**config.mk**
```make
export PLATFORM = sky130hd
export DESIGN_NAME = uart_rx
export DESIGN_NICKNAME = d
export VERILOG_FILES = /design/src/rtl/uart_pkg.sv /design/src/rtl/uart_sync.sv /design/src/rtl/uart_rx.sv
export SDC_FILE = /design/constraint.sdc
export NUM_CORES = 1
export LEC_CHECK = 0
export CELL_PAD_IN_SITES_DETAIL_PLACEMENT = 0
export CELL_PAD_IN_SITES_GLOBAL_PLACEMENT = 1
export CORE_ASPECT_RATIO = 0.7
export CORE_UTILIZATION = 30
export DETAILED_ROUTE_END_ITERATION = 8
export GPL_ROUTABILITY_DRIVEN = 1
export PLACE_DENSITY = 0.65
export SYNTH_ARGS = -nofsm -noshare
export SYNTH_HDL_FRONTEND = slang
export SYNTH_SLANG_ARGS = --single-unit
```
**constraint.sdc**
```tcl
create_clock -name sys_clk -period 2.6 [get_ports sys_clk]
set_input_delay 0.78 -clock sys_clk [delete_from_list [all_inputs] [get_ports sys_clk]]
set_output_delay 0.78 -clock sys_clk [all_outputs]
set_load 0.03 [all_outputs]
```
**src/rtl/uart_pkg.sv**
```systemverilog
// Shared UART definitions: receiver FSM states, frame constants and
// the clocks-per-bit helper also used by the transmitter.
package uart_pkg;

    typedef enum logic [1:0] {
        IDLE  = 2'd0,
        START = 2'd1,
        DATA  = 2'd2,
        STOP  = 2'd3
    } rx_state_e;

    localparam int DATA_BITS = 8;

    function automatic int bps_cnt(input int clk, input int bps);
        return clk / bps;
    endfunction

endpackage

```
**src/rtl/uart_sync.sv**
```systemverilog
// Two-flop synchroniser for an asynchronous input with a registered
// falling-edge pulse; resets to the idle-high level.
module uart_sync (
    input  logic clk,
    input  logic rst,
    input  logic din,
    output logic dout,
    output logic fall
);

    logic d0_q, d0_d;
    logic d1_q, d1_d;
    logic d2_q, d2_d;
    logic fall_q, fall_d;

    always_comb begin
        d0_d   = din;
        d1_d   = d0_q;
        d2_d   = d1_q;
        fall_d = d2_q & ~d1_q;
    end

    always_ff @(posedge clk) begin
        if (rst) begin
            d0_q   <= 1'b1;
            d1_q   <= 1'b1;
            d2_q   <= 1'b1;
            fall_q <= 1'b0;
        end else begin
            d0_q   <= d0_d;
            d1_q   <= d1_d;
            d2_q   <= d2_d;
            fall_q <= fall_d;
        end
    end

    assign dout = d1_q;
    assign fall = fall_q;

endmodule

```
**src/rtl/uart_rx.sv**
```systemverilog
// 8N1 UART receiver: mid-bit sampling, false-start rejection,
// stop-bit check with one-cycle done / framing-error pulses.
module uart_rx
    import uart_pkg::*;
#(
    parameter int SYS_CLK_FRE = 50_000_000,
    parameter int BPS         = 115200
) (
    input  logic       sys_clk,
    input  logic       sys_rst,
    input  logic       uart_rxd,
    output logic [7:0] uart_data,
    output logic       uart_done,
    output logic       frame_err,
    output logic       rx_busy
);

    localparam int BPS_CNT = bps_cnt(SYS_CLK_FRE, BPS);
    localparam logic [15:0] HALF_END = 16'(BPS_CNT / 2 - 1);
    localparam logic [15:0] BIT_END = 16'(BPS_CNT - 1);
    localparam logic [2:0] LAST_BIT = 3'(DATA_BITS - 1);

    logic rx_sync;
    logic rx_fall;

    rx_state_e            state_q, state_d;
    logic [15:0]          clk_cnt_q, clk_cnt_d;
    logic [2:0]           bit_cnt_q, bit_cnt_d;
    logic [DATA_BITS-1:0] shift_q, shift_d;
    logic [DATA_BITS-1:0] data_q, data_d;
    logic                 done_q, done_d;
    logic                 ferr_q, ferr_d;

    uart_sync u_sync (
        .clk  (sys_clk),
        .rst  (sys_rst),
        .din  (uart_rxd),
        .dout (rx_sync),
        .fall (rx_fall)
    );

    always_comb begin
        state_d   = state_q;
        clk_cnt_d = clk_cnt_q + 16'd1;
        bit_cnt_d = bit_cnt_q;
        shift_d   = shift_q;
        data_d    = data_q;
        done_d    = 1'b0;
        ferr_d    = 1'b0;
        unique case (state_q)
            IDLE: begin
                clk_cnt_d = '0;
                if (rx_fall) state_d = START;
            end
            START: begin
                if (clk_cnt_q == HALF_END) begin
                    clk_cnt_d = '0;
                    bit_cnt_d = '0;
                    state_d   = rx_sync ? IDLE : DATA;
                end
            end
            DATA: begin
                if (clk_cnt_q == BIT_END) begin
                    clk_cnt_d = '0;
                    shift_d   = {rx_sync, shift_q[DATA_BITS-1:1]};
                    bit_cnt_d = bit_cnt_q + 3'd1;
                    if (bit_cnt_q == LAST_BIT) state_d = STOP;
                end
            end
            STOP: begin
                // Leave at mid-stop-bit so a back-to-back start edge is caught
                if (clk_cnt_q == BIT_END) begin
                    clk_cnt_d = '0;
                    state_d   = IDLE;
                    if (rx_sync) begin
                        data_d = shift_q;
                        done_d = 1'b1;
                    end else begin
                        ferr_d = 1'b1;
                    end
                end
            end
            default: state_d = IDLE;
        endcase
    end

    always_ff @(posedge sys_clk) begin
        if (sys_rst) begin
            state_q   <= IDLE;
            clk_cnt_q <= '0;
            bit_cnt_q <= '0;
            shift_q   <= '0;
            data_q    <= '0;
            done_q    <= 1'b0;
            ferr_q    <= 1'b0;
        end else begin
            state_q   <= state_d;
            clk_cnt_q <= clk_cnt_d;
            bit_cnt_q <= bit_cnt_d;
            shift_q   <= shift_d;
            data_q    <= data_d;
            done_q    <= done_d;
            ferr_q    <= ferr_d;
        end
    end

    assign uart_data = data_q;
    assign uart_done = done_q;
    assign frame_err = ferr_q;
    assign rx_busy   = (state_q != IDLE);

endmodule

```
# After elaboration in Yosys (flattened, before gate mapping)
# Cells that the tools add are included.
[word_totals] register_bits=43 input_bits=3 wordCells=52
[classes] n_bitwise=4 n_eq_ne=11 reduce_logical=9 n_addsub=2 muxes=15
[ops] op="one-hot mux 16 bit (3 select lines)" n=1
[ops] op="2-to-1 mux 16 bit" n=2
[ops] op="adder 16 x 1 -> 16 bit (second input constant)" n=1
[ops] op="equality test 16 x 8 -> 1 bit (second input constant)" n=1
[ops] op="equality test 16 x 9 -> 1 bit (second input constant)" n=1
[ops] op="2-to-1 mux 2 bit" n=6
[ops] op="!= test 2 bit (second input constant)" n=4
[ops] op="one-hot mux 2 bit (4 select lines)" n=1
[ops] op="2-to-1 mux 3 bit" n=2
[ops] op="one-hot mux 3 bit (2 select lines)" n=1
[ops] op="AND reduction 3 bit" n=2
[ops] op="AND reduction 5 bit" n=1
[ops] op="equality test 2 bit (second input constant)" n=2
[ops] op="nonzero test 2 bit" n=2
[ops] op="adder 3 x 1 -> 3 bit (second input constant)" n=1
[ops] op="equality test 3 bit (second input constant)" n=1
[ops] op="NOT 1 bit" n=3
[ops] op="OR reduction 3 bit" n=1
[ops] op="equality test 2 x 1 -> 1 bit (second input constant)" n=1
[ops] op="logical NOT 2 bit" n=1
[ops] op="2-to-1 mux 1 bit" n=2
[ops] op="!= test 2 x 1 -> 1 bit (second input constant)" n=1
[ops] op="AND reduction 2 bit" n=1
[ops] op="OR reduction 2 bit" n=1
[ops] op="bitwise AND 1 bit" n=1

# Longest topological paths before layout
[logic_depth] depth_word=4 mapped_depth=8 ltp_nobuf=6

# Cells and area by module
# From an unflattened synthesis, not the netlist that was laid out.
[hier_totals] hier_cells=195 hier_area_um2=1921.8
[modules_own_cells] mod="uart_rx" area_per_inst_um2=1815.5 seq_area_each_um2=780.7 cells_each=187 n_inst=1
[modules_own_cells] mod="uart_sync" area_per_inst_um2=106.4 seq_area_each_um2=80.1 cells_each=8 n_inst=1

# Worst setup path before layout
# Ideal clock, no wire load.
[synth_timing] path_type="register -> register" from="register clk_cnt_q[0]" to="register clk_cnt_q[10]" required_time_ns=2.468 path_slack_ns=0.469 t_arrival_ns=1.999 path_stages_with_launch=8 cell_sequence="dfxtp_1 inv_1 ha_1 or4bb_1 or4_1 a21oi_2 buf_4 nor3_1"
[synth_via] elab_chain_cells=3 word_cells_on_any_way=6
[synth_rtl] element="start, declared" line_no="uart_rx.sv:27" rtl="logic [15:0] clk_cnt_q, clk_cnt_d;"
[synth_rtl] element="start signal, assigned" line_no="uart_rx.sv:98" rtl="clk_cnt_q <= clk_cnt_d;"
[synth_rtl] element="adder 16 x 1 -> 16 bit (tied with other cells)" line_no="uart_rx.sv:44" rtl="clk_cnt_d = clk_cnt_q + 16'd1;"
[synth_rtl] element="2-to-1 mux 16 bit (on tied branches)" line_no="uart_rx.sv:63, uart_rx.sv:72, uart_rx.sv:56"
[synth_rtl] element="one-hot mux 16 bit (3 select lines) *" line_no="uart_rx.sv:50" rtl="unique case (state_q)"
# Every way passes the cells marked *; elsewhere a longest branch is shown, timed or not.
# A chain may end at the register's enable or synchronous reset.

# Worst setup path after layout
[layout_timing] from="register state_q[0]" to="output rx_busy"
[layout_via] elab_chain_cells=1
[layout_rtl] element="start, declared" line_no="uart_rx.sv:26" rtl="rx_state_e state_q, state_d;"
[layout_rtl] element="start signal, assigned" line_no="uart_rx.sv:97" rtl="state_q <= state_d;"
[layout_rtl] element="nonzero test 2 bit" line_no="uart_rx.sv:110" rtl="assign rx_busy = (state_q != IDLE);"
[layout_rtl] element="end, declared" line_no="uart_rx.sv:15" rtl="output logic rx_busy"
# Every way passes these cells.

==> impl_metrics.yaml <==
sta:
  setup_tns_ns: 0
  setup_viol: 0
  fmax_ghz: 0.4241
  fin_crit_sh: 0.9069
  rsz0062_at_grt: "false"
  max_slew_margin: 0.5573
  period_minus_slack_ns: 2.358
  worstMarginPinSlew_ns: 0.6640
  finalMaxSlewViolations: 0
  skew_ns: 0.008410
  hold_viol_final: 0
logic_synthesis:
  yosys.area_share.simple: 0.2698
  yosys_warnings: 0
  synth_compound_area_frac: 0.1484
  netlist_top_cells_area: "dfxtp_1 45%, nand4_1 6.3%, o21ai_0 5.3%"
  syn-cell-area_um2: 1897
  synth_top_area_frac: 0.4538
  synth_xor_area_frac: 0.04617
  yosys.area.top_type: "dfxtp_1"
  synth.avg_cell_area_um2: 8.741
  synth_top_family_by_area: "simple AND/OR/NAND/NOR gates"
  synth_mux_area_frac: 0
  ys_seq_elements: 43
  synth_fp_nets: 225
  seq_area_frac_synth: 0.4538
  yosys.area_share.adder: 0.03298
  synth_cell_type_count: 35
  synth_cells: 217
clock_tree:
  clock_latency_ns: 0.30
  clk_pin_slew_ns: 0.08
  hold_buffers: 0
  cts_resized: 0
  clockRootBuffer: "clkbuf_8"
  post-cts-setup-buffer-count: 0
  cts_max_path_buffers: 2
  ctsHtreeMaxLevel: 2
  clkSinkCount: 43
  cts_made_buffers: 5
  tritoncts: "done"
setup_path:
  cp.required_ns: 1.82
  crit_path_max_incr_delay_ns: 0.59
  crit_path_start: "state_q[0]"
  end_kind: "output port"
  cp.buffers_inverters: 1
  crit_type: "flop to output port"
  critical_path.top_delay_family: "buffers and inverters"
  cp_max_fo: 8
  cp.arrival_ns: 1.58
  worstPathCellList: "or2_2 > clkdlybuf4s50_1"
  critPathSlowestCell: "clkdlybuf4s50_1"
  startpoint_type: "flop"
  r2r-start: "clk_cnt_q[13]"
grt:
  grt_pass1_vias: 1359
  grt_use_total: 0.1399
  grt_overflow: 0
  grt_first_pass_wirelength_mm: 7.093
  grt_start_max_net_pins: 21
  antenna_found_initial: 0
run_status:
  status: "completed"
place:
  place.gp.congestion: 0.7815
  dp_hpwl_mm: 2.932
  numPortBuffers: 13
layout:
  drive_gt1_frac: 0.1169
  fin_nets: 238
  syn_to_final_growth_pct: 16.49
  antennaDiodeCount: 0
  fin_util: 0.3745
power:
  power_leakage_nw: 0.7013
  p_clk_frac: 0.374
  peakVddDrop_mv: 0.1808
  powerDensity_nw_per_um2: 501.3
  p_seq_frac: 0.599
  p_int_mw: 0.8563
  swShare: 0.2270
  p_switching_mw: 0.2515
  pwr-share-comb: 0.027
detailed_routing:
  drc_errors: 0
  drt_pass1_iterations: 4
  vias: 1610
  final_antenna_net_count: 0
  wl_mm: 4.273
  routedWlPerCell_um: 13.96
  dr.first_iter.drc_count: 98
  viasPerCell: 5.261
floorplanning:
  die_w_um: 97.04
  die_y_um: 68.53
  dieArea_um2: 6650
  ios: 14
  initial_core_util: 0.3215
  rows: 23
  core-area_um2: 5899
hold_path:
  hp-class: "flop to flop"
  min_from: "u_sync.d0_q"
run:
  maxCapViolCount: 0
==> layout by cell type, fill, tap and decap left out, types with 2 or more instances in the layout <==
master	n
a211oi_1	4
a21oi_1	19
and3_1	4
buf_4	10
clkbuf_8	5
clkdlybuf4s50_1	13
clkinv_2	3
dfxtp_1	43
ha_1	5
inv_1	6
nand2_1	8
nand2b_1	6
nand3_1	8
nand4_1	19
nor2_1	3
nor3_1	15
nor4_1	2
o21ai_0	20
o32ai_1	2
or2_2	5
or3_1	4
or4_1	6
xnor2_1	5
xor2_1	5
==> area by class of cell <==
type | instances | area, µm²
clock inverter | 3 | 15.01
fill | 599 | 3690
tap | 75 | 93.84
multi-input combinational | 151 | 943.4
clock buffer | 5 | 68.82
sequential | 43 | 860.8
timing repair buffer | 23 | 205.2
inverter | 6 | 22.52
==> state kept, by name (all words and copies together) (netlist names), named ones only <==
| register | flops |
|---|---|
| uart_data | 8 |
| uart_done | 1 |
| u_sync.dout | 1 |
| frame_err | 1 |
| clk_cnt_q | 16 |
| u_sync.fall | 1 |
| u_sync.d0_q | 1 |
| bit_cnt_q | 3 |
| state_q | 1 |
| shift_q | 8 |
| u_sync.d2_q | 1 |
==> cells in the mapped netlist <==
master,instances
nor3b_1,1
buf_4,1
o32ai_1,2
o22ai_1,1
and3_1,4
or4_4,1
nand2_1,8
ha_1,5
inv_1,6
or4bb_1,1
a21oi_1,19
nor4_1,2
clkbuf_1,12
o31ai_1,1
nor2_1,3
nand4_1,19
nand4b_1,1
dfxtp_1,43
buf_2,2
a211oi_1,4
nor4_2,1
and4_1,1
nand2b_1,6
o21ai_0,20
or3_1,4
o21a_1,1
nor3_1,15
buf_1,2
xor2_1,5
or2_2,5
nand3_1,8
a21oi_2,1
xnor2_1,5
or4_1,6
a31o_2,1
==> power by group through the flow <==
stage          registers [mW]  logic [mW]  clock network [mW]
6_report                0.664      0.0295               0.415
5_1_grt                 0.664      0.0324               0.454
4_1_cts                 0.664      0.0297               0.431
3_5_place_dp            0.679      0.0296                   0
3_3_place_gp            0.679      0.0297                   0
2_1_floorplan           0.678      0.0190                   0
==> worst paths after layout <==
| kind | to | slack, ns | depth (start not counted) |
|---|---|---|---|
| worst min register to register | u_sync.dout | 0.41 | 1 |
| worst min-delay path | u_sync.dout | 0.41 | 1 |
| worst max-delay path | rx_busy | 0.24 | 2 |
| worst max register to register | clk_cnt_q[3] | 0.25 | 5 |
==> layer usage <==
layer	track usage	vias up	wire [µm]
met2	0.1831	37	1631
met4	0.06157	0	68
li1	-	827	-
met3	0.03528	7	195
met5	0	-	0
met1	0.2105	739	2377
==> logic make-up (layout without fill, tap and decap cells) <==
group / Yosys count / count (layout)
buffers and inverters: 23 / 37
flip-flops: 43 / 43
AO/OA/AOI/OAI: 50 / 50
AND/OR/NAND/NOR: 86 / 86
XOR/XNOR: 10 / 10
adder cells (fa/ha/maj): 5 / 5
==> through the flow <==
stage,setup WS (ns),area [µm²],cells,hold slack [ns],total power [mW]
2_1_floorplan,0.4686,1897,217,0.3895,0.6967
3_3_place_gp,0.2813,2126,298,0.3933,0.7091
3_5_place_dp,0.2744,2126,298,0.3965,0.7089
4_1_cts,0.2284,2210,306,0.4148,1.124
5_1_grt,0.1011,2210,306,0.4271,1.151
6_report,0.2420,2210,306,0.4123,1.108
(Power assumes the default switching activity.)
